## src/rtl/calc2_port_arbiter.sv

```systemverilog
// Four-port request front end sharing one add/sub/shift ALU.
// Each port captures a two-cycle request; a round-robin arbiter issues it and routes the result back.
module calc2_port_arbiter #(
    parameter int unsigned DW      = 32,
    parameter int unsigned TW      = 2,
    parameter int unsigned TIMEOUT = 16
) (
    input  logic            c_clk,
    input  logic            reset,
    input  logic [15:0]     req_cmd_in,
    input  logic [4*DW-1:0] req_data_in,
    input  logic [4*TW-1:0] req_tag_in,
    output logic [7:0]      out_resp,
    output logic [4*DW-1:0] out_data,
    output logic [4*TW-1:0] out_tag,
    output logic            alu_valid,
    output logic [3:0]      alu_cmd,
    output logic [DW-1:0]   alu_op1,
    output logic [DW-1:0]   alu_op2,
    input  logic            alu_ready,
    input  logic            alu_done,
    input  logic [1:0]      alu_resp,
    input  logic [DW-1:0]   alu_result
);

    localparam int unsigned CW = $clog2(TIMEOUT + 1);

    typedef enum logic [1:0] {PIdle, POp2, PPend} port_st_e;
    typedef enum logic [1:0] {AIdle, AIssue, AWait, AResp} arb_st_e;

    port_st_e        pst_q [4];
    port_st_e        pst_d [4];
    logic [3:0]      cmd_q [4];
    logic [3:0]      cmd_d [4];
    logic [DW-1:0]   op1_q [4];
    logic [DW-1:0]   op1_d [4];
    logic [DW-1:0]   op2_q [4];
    logic [DW-1:0]   op2_d [4];
    logic [TW-1:0]   tag_q [4];
    logic [TW-1:0]   tag_d [4];

    arb_st_e         ast_q, ast_d;
    logic [1:0]      gnt_q, gnt_d;
    logic [1:0]      rr_q, rr_d;
    logic [CW-1:0]   cnt_q, cnt_d;
    logic [1:0]      res_resp_q, res_resp_d;
    logic [DW-1:0]   res_data_q, res_data_d;

    logic            alu_valid_q, alu_valid_d;
    logic [3:0]      alu_cmd_q, alu_cmd_d;
    logic [DW-1:0]   alu_op1_q, alu_op1_d;
    logic [DW-1:0]   alu_op2_q, alu_op2_d;
    logic [7:0]      out_resp_q, out_resp_d;
    logic [4*DW-1:0] out_data_q, out_data_d;
    logic [4*TW-1:0] out_tag_q, out_tag_d;

    logic            found;
    logic [1:0]      gsel;
    logic [1:0]      idx;

    function automatic logic cmd_valid(input logic [3:0] c);
        return (c == 4'd1) || (c == 4'd2) || (c == 4'd5) || (c == 4'd6);
    endfunction

    always_comb begin
        for (int p = 0; p < 4; p++) begin
            pst_d[p] = pst_q[p];
            cmd_d[p] = cmd_q[p];
            op1_d[p] = op1_q[p];
            op2_d[p] = op2_q[p];
            tag_d[p] = tag_q[p];
        end
        ast_d       = ast_q;
        gnt_d       = gnt_q;
        rr_d        = rr_q;
        cnt_d       = cnt_q;
        res_resp_d  = res_resp_q;
        res_data_d  = res_data_q;
        alu_valid_d = alu_valid_q;
        alu_cmd_d   = alu_cmd_q;
        alu_op1_d   = alu_op1_q;
        alu_op2_d   = alu_op2_q;
        out_resp_d  = '0;
        out_data_d  = '0;
        out_tag_d   = '0;

        // Round-robin search: first pending port at or after rr_q.
        found = 1'b0;
        gsel  = rr_q;
        idx   = '0;
        for (int i = 0; i < 4; i++) begin
            idx = rr_q + 2'(i);
            if (!found && pst_q[idx] == PPend) begin
                found = 1'b1;
                gsel  = idx;
            end
        end

        for (int p = 0; p < 4; p++) begin
            case (pst_q[p])
                PIdle: begin
                    if (req_cmd_in[4*p +: 4] != 4'd0) begin
                        cmd_d[p] = req_cmd_in[4*p +: 4];
                        op1_d[p] = req_data_in[DW*p +: DW];
                        tag_d[p] = req_tag_in[TW*p +: TW];
                        pst_d[p] = POp2;
                    end
                end
                POp2: begin
                    op2_d[p] = req_data_in[DW*p +: DW];
                    if (cmd_valid(cmd_q[p])) begin
                        pst_d[p] = PPend;
                    end else begin
                        out_resp_d[2*p +: 2]   = 2'b10;
                        out_tag_d[TW*p +: TW] = tag_q[p];
                        pst_d[p]               = PIdle;
                    end
                end
                PPend: begin
                    if (ast_q == AResp && gnt_q == 2'(p)) begin
                        pst_d[p] = PIdle;
                    end
                end
                default: pst_d[p] = PIdle;
            endcase
        end

        case (ast_q)
            AIdle: begin
                if (found) begin
                    gnt_d       = gsel;
                    alu_valid_d = 1'b1;
                    alu_cmd_d   = cmd_q[gsel];
                    alu_op1_d   = op1_q[gsel];
                    alu_op2_d   = op2_q[gsel];
                    ast_d       = AIssue;
                end
            end
            AIssue: begin
                if (alu_ready) begin
                    alu_valid_d = 1'b0;
                    alu_cmd_d   = '0;
                    alu_op1_d   = '0;
                    alu_op2_d   = '0;
                    cnt_d       = '0;
                    ast_d       = AWait;
                end
            end
            AWait: begin
                if (alu_done) begin
                    res_resp_d = alu_resp;
                    res_data_d = alu_result;
                    ast_d      = AResp;
                end else if (cnt_q >= CW'(TIMEOUT - 1)) begin
                    res_resp_d = 2'b11;
                    res_data_d = '0;
                    ast_d      = AResp;
                end else begin
                    cnt_d = cnt_q + CW'(1);
                end
            end
            AResp: begin
                out_resp_d[2*gnt_q +: 2]    = res_resp_q;
                out_data_d[DW*gnt_q +: DW]  = res_data_q;
                out_tag_d[TW*gnt_q +: TW]   = tag_q[gnt_q];
                rr_d                        = gnt_q + 2'd1;
                ast_d                       = AIdle;
            end
            default: ast_d = AIdle;
        endcase
    end

    always_ff @(posedge c_clk or negedge reset) begin
        if (!reset) begin
            for (int p = 0; p < 4; p++) begin
                pst_q[p] <= PIdle;
                cmd_q[p] <= '0;
                op1_q[p] <= '0;
                op2_q[p] <= '0;
                tag_q[p] <= '0;
            end
            ast_q       <= AIdle;
            gnt_q       <= '0;
            rr_q        <= '0;
            cnt_q       <= '0;
            res_resp_q  <= '0;
            res_data_q  <= '0;
            alu_valid_q <= 1'b0;
            alu_cmd_q   <= '0;
            alu_op1_q   <= '0;
            alu_op2_q   <= '0;
            out_resp_q  <= '0;
            out_data_q  <= '0;
            out_tag_q   <= '0;
        end else begin
            for (int p = 0; p < 4; p++) begin
                pst_q[p] <= pst_d[p];
                cmd_q[p] <= cmd_d[p];
                op1_q[p] <= op1_d[p];
                op2_q[p] <= op2_d[p];
                tag_q[p] <= tag_d[p];
            end
            ast_q       <= ast_d;
            gnt_q       <= gnt_d;
            rr_q        <= rr_d;
            cnt_q       <= cnt_d;
            res_resp_q  <= res_resp_d;
            res_data_q  <= res_data_d;
            alu_valid_q <= alu_valid_d;
            alu_cmd_q   <= alu_cmd_d;
            alu_op1_q   <= alu_op1_d;
            alu_op2_q   <= alu_op2_d;
            out_resp_q  <= out_resp_d;
            out_data_q  <= out_data_d;
            out_tag_q   <= out_tag_d;
        end
    end

    assign alu_valid = alu_valid_q;
    assign alu_cmd   = alu_cmd_q;
    assign alu_op1   = alu_op1_q;
    assign alu_op2   = alu_op2_q;
    assign out_resp  = out_resp_q;
    assign out_data  = out_data_q;
    assign out_tag   = out_tag_q;

endmodule

```

## config.mk

```make
export PLATFORM = sky130hd
export DESIGN_NAME = calc2_port_arbiter
export DESIGN_NICKNAME = d
export VERILOG_FILES = /design/src/rtl/calc2_port_arbiter.sv
export SDC_FILE = /design/constraint.sdc
export NUM_CORES = 1
export LEC_CHECK = 0
export ABC_AREA = 1
export CAP_MARGIN = 20
export CELL_PAD_IN_SITES_DETAIL_PLACEMENT = 2
export CELL_PAD_IN_SITES_GLOBAL_PLACEMENT = 2
export CORE_ASPECT_RATIO = 1.4
export CORE_UTILIZATION = 29
export CTS_BUF_LIST = sky130_fd_sc_hd__clkbuf_16
export DETAILED_ROUTE_END_ITERATION = 10
export GPL_TIMING_DRIVEN = 0
export PLACE_DENSITY_LB_ADDON = 0.1
export REMOVE_ABC_BUFFERS = 1
export SETUP_SLACK_MARGIN = 0.1
export SYNTH_ARGS = -nofsm -noshare
export SYNTH_HDL_FRONTEND = slang
export SYNTH_SLANG_ARGS = --single-unit
```

## constraint.sdc

```tcl
create_clock -name c_clk -period 1.88 [get_ports c_clk]
set_input_delay 0.282 -clock c_clk [delete_from_list [all_inputs] [get_ports c_clk]]
set_output_delay 0.282 -clock c_clk [all_outputs]
set_load 0.1 [all_outputs]
```

==> key figures <==
Status
  • Outcome: finished, violations left
  • Failing checks: hold timing, setup timing

Die
  • Top-Level Pins: between 400 and 500
  • Starting density of the core: between 20% and 30%
  • Die area: 81300 µm²
  • Die W: between 200 and 250 µm
  • Die height: around 340 µm
  • Row cnt: between 100 and 150
  • Core footprint: between 70000 and 80000 µm²

Cells and area
  • Layout fillers: just over 8000
  • Final Cell Area: between 30000 and 40000 µm²
  • Final Net Count: ~3500
  • Area delta synth->final: 49.0%
  • Share of layout cells above drive strength 1: ~29%
  • Layout Cells excl Fill: 4386

CTS
  • TritonCTS clock tree: built
  • CTS root buffer: clkbuf_16
  • CTS sink count: approximately 550
  • Clk slew on worst S/H paths: 70 ps
  • CTS Buf Count: 59
  • Clk_lat worst skew: between 600 and 700 ps
  • H-Tree Depth: 2
  • Clock buffer depth: 3

Timing
  • Crit share post-route: 135%
  • Worst Hold Slack: -388 ps
  • Setup_tns: -42690 ps
  • Final Max Tran Viols: 0
  • Clk_skew: between 15 and 20 ps
  • Unrepaired setup endpoints after global routing: true
  • Maximum clock frequency: 394 MHz
  • Worst-margin pin slew: 747 ps
  • Setup ws final: -657 ps
  • Final Hold Fails: 82
  • Max_slew headroom: 50.2%
  • Setup violations, final: approximately 100
  • Tmin final: approximately 2500 ps

GRT
  • Number of global-route vias before repair: roughly 25000
  • Wire length of the first global-routing pass: 160000 µm
  • Initial antenna violation count: 17
  • Pin count of the biggest net entering global routing: between 100 and 150
  • GR Util All Layers: 26.7%
  • GR Overflow Total: 0

Critical path
  • Slowest stage delay, CP: around 500 ps
  • CP dominant cell by count: nand2_1
  • Setup crit start kind: flop
  • Largest delay share family, worst path: simple AND/OR/NAND/NOR gates
  • Critical Setup Path Class: flop to flop
  • CP max stage cell: dfrtp_2
  • CP arrival: 3130 ps
  • CP max FO: 6
  • Crit-path cells: buf_6 -> nand2_4 -> nand2_4 -> nand3_4 -> nand2_8 -> nor2_8 -> nand4_1 -> buf_12 -> nand2_8 -> buf_12 -> buf_4 -> buf_16 -> nand2_1 -> nand2_1 -> nand2_1 -> nand2_1 -> nand2_1 -> nand2_1
  • Buf/Inv on CP: 5
  • Worst Path Required: between 2000 and 2500 ps
  • Crit. End Element: flop

Yosys
  • Synth cell count leaders: nand2_1, dfrtp_1, o21ai_0
  • Syn Area/Cell: ~8.5 µm²
  • Mapped cell area: 23200 µm²
  • Number of synthesized register bits: about 550
  • Ranking of synthesized cells by area: dfrtp_1, nand2_1, o21ai_0, inv_1, nand3_1
  • Synth top area share: between 50% and 60%
  • Sequential-to-total area share from yosys stat: approximately 60%
  • Cell variety after synth: 31
  • Post-synth top area cell: dfrtp_1
  • Post-synth EDFFs: 0
  • Predominant post-synthesis flop cell: dfrtp_1
  • Mapped Cells: approximately 2700
  • Ys Warns: 0
  • Dominant cell by count in the synthesized netlist: nand2_1
  • Ys async rst share: 100%

Place
  • Placed cell count: around 4000
  • Routability Congestion: 0.770
  • DPL Wire Length: roughly 59000 µm
  • Placed cell areas: 28700 µm²
  • Worst setup slack after placement: -2000 ps
  • Port-buffer cells: roughly 400

Pwr
  • P_int: roughly 42 mW
  • Clock power share: 14.3%
  • Pleak: between 15 and 20 nW
  • P_sw: ~42 mW
  • Seq pwr share: between 20 and 25%
  • Sw Ratio: between 40 and 50%
  • Power per Cell Area: 2430 nW/µm²
  • Logic pwr share: roughly 63%
  • VDD IR max: between 1000 and 1500 µV

Min path
  • Hold crit path type: primary input to async pin

Detailed routing
  • DR WL/cell: 26.1 µm
  • DRT iter0 DRCs: about 1100
  • Pre-antenna DRT Iters: 4
  • Final ANT Viol Nets: 0
  • Residual DRC: 0
  • Routed wire length: 115000 µm
  • Via count: ~22000
  • Via-to-Cell Ratio: 4.99

Run
  • Max cap viols: 0
[final timing paths]
kind | end | cells after the start | from | slack [ps]
min in group c_clk | res_data_q[8] | 3 | alu_result[8] | 180
setup reg to reg | alu_op1[5] | 18 | rr_q[0] | -660
max in group asynchronous | ast_q[1] | 3 | reset | 560
hold reg to reg | alu_op2[0] | 2 | alu_op2[0] | 460
setup / recovery | alu_op1[5] | 18 | rr_q[0] | -660
hold / removal | alu_op1[30] | 1 | reset | -390
[cell type report]
| type | instances | area [µm²] | area share [%] |
|---|---|---|---|
| Clock buffer | 59 | 1480 | 4.26 |
| Multi-Input combinational cell | 1814 | 9950 | 28.7 |
| Sequential cell | 546 | 13700 | 39.5 |
| Timing Repair Buffer | 637 | 6870 | 19.8 |
| Inverter | 220 | 898 | 2.59 |
| Clock inverter | 49 | 432 | 1.25 |
| Tap cell | 1054 | 1320 | 3.81 |
| Timing Repair inverter | 1 | 7.51 | 0.0217 |
| Antenna cell | 6 | 15.0 | 0.0434 |
[cells by family after synthesis]
kind of cell	count (synthesis)	synth area share (%)
AOI/OAI and AO/OA	362	7.91
buffers and inverters	384	7.12
DFF	546	58.8
adders and majority gates	12	0.646
and+or+nand+nor	1421	25.5
[power groups by stage]
stage          Sequential, mW  Clock, mW  Combinational, mW
4_1_cts                  18.5       12.2               47.2
5_1_grt                  19.3       12.7               56.3
6_report                 18.9       12.0               53.1
2_1_floorplan            21.6          0               12.8
3_5_place_dp             18.6          0               31.5
3_3_place_gp             18.6          0               22.8
[registers in the layout, indices dropped and copies added (netlist names)]
signal	count
alu_op1	32
out_resp	8
cnt_q	5
out_data	128
cmd_q	16
op2_q	128
ast_q	2
res_resp_q	2
alu_op2	32
out_tag	8
pst_q	8
alu_cmd	4
op1_q	128
res_data_q	32
gnt_q	2
alu_valid	1
rr_q	2
tag_q	8
[timing repair]
item | in CTS | in global routing
endpoints found under the setup margin | 491 | 241
endpoints found under the hold margin | 82 | 82
gates resized for setup | 1435 | 310
cloned | 47 | 18
pin swaps | 104 | 106
setup buffers | 126 | 36
[layer usage]
layer,share of wire (%),global-route usage [%],up-vias
met5,0.15,0,-
met4,3.4,7.10,26
met3,6.3,7.23,202
met2,52,49.3,543
met1,38,29.8,11400
li1,-,-,9738
[worst register-to-register path, cell delays in order (launching register included)]
cell and delay, ps:
dfrtp_2 500, buf_6 170, nand2_4 60, nand2_4 60, nand3_4 100, nand2_8 80, nor2_8 130, nand4_1 210
buf_12 220, nand2_8 100, buf_12 140, buf_4 140, buf_16 120, nand2_1 60, nand2_1 70, nand2_1 50
nand2_1 80, nand2_1 70, nand2_1 80
[placed cells by master, fill, tap and decap left out, types with 14 or more instances in the layout]
master	synthesis	layout
o21ai_2	0	31
clkbuf_16	0	72
clkinv_2	0	18
dfrtp_1	546	540
o21ai_1	0	23
nand2_4	1	57
nor3_1	35	15
nand3_1	154	112
nand2_8	0	26
clkinv_1	1	14
nor3_2	0	18
nand3_2	44	72
o21ai_0	336	281
buf_2	40	176
buf_16	0	46
clkdlybuf4s50_1	0	188
nor2_1	109	102
nand4_1	14	14
nand2_1	1052	829
buf_6	10	27
nand3_4	0	15
nand2_2	10	168
buf_12	3	55
inv_1	215	212
buf_4	4	108
[stage by stage]
stage	total power, mW	util [%]
2_1_floorplan	34.3	-
3_3_place_gp	41.3	35.0
3_5_place_dp	50.1	36.2
4_1_cts	77.9	41.6
5_1_grt	88.2	43.7
6_report	84.0	43.7
(Power assumes the default switching activity.)
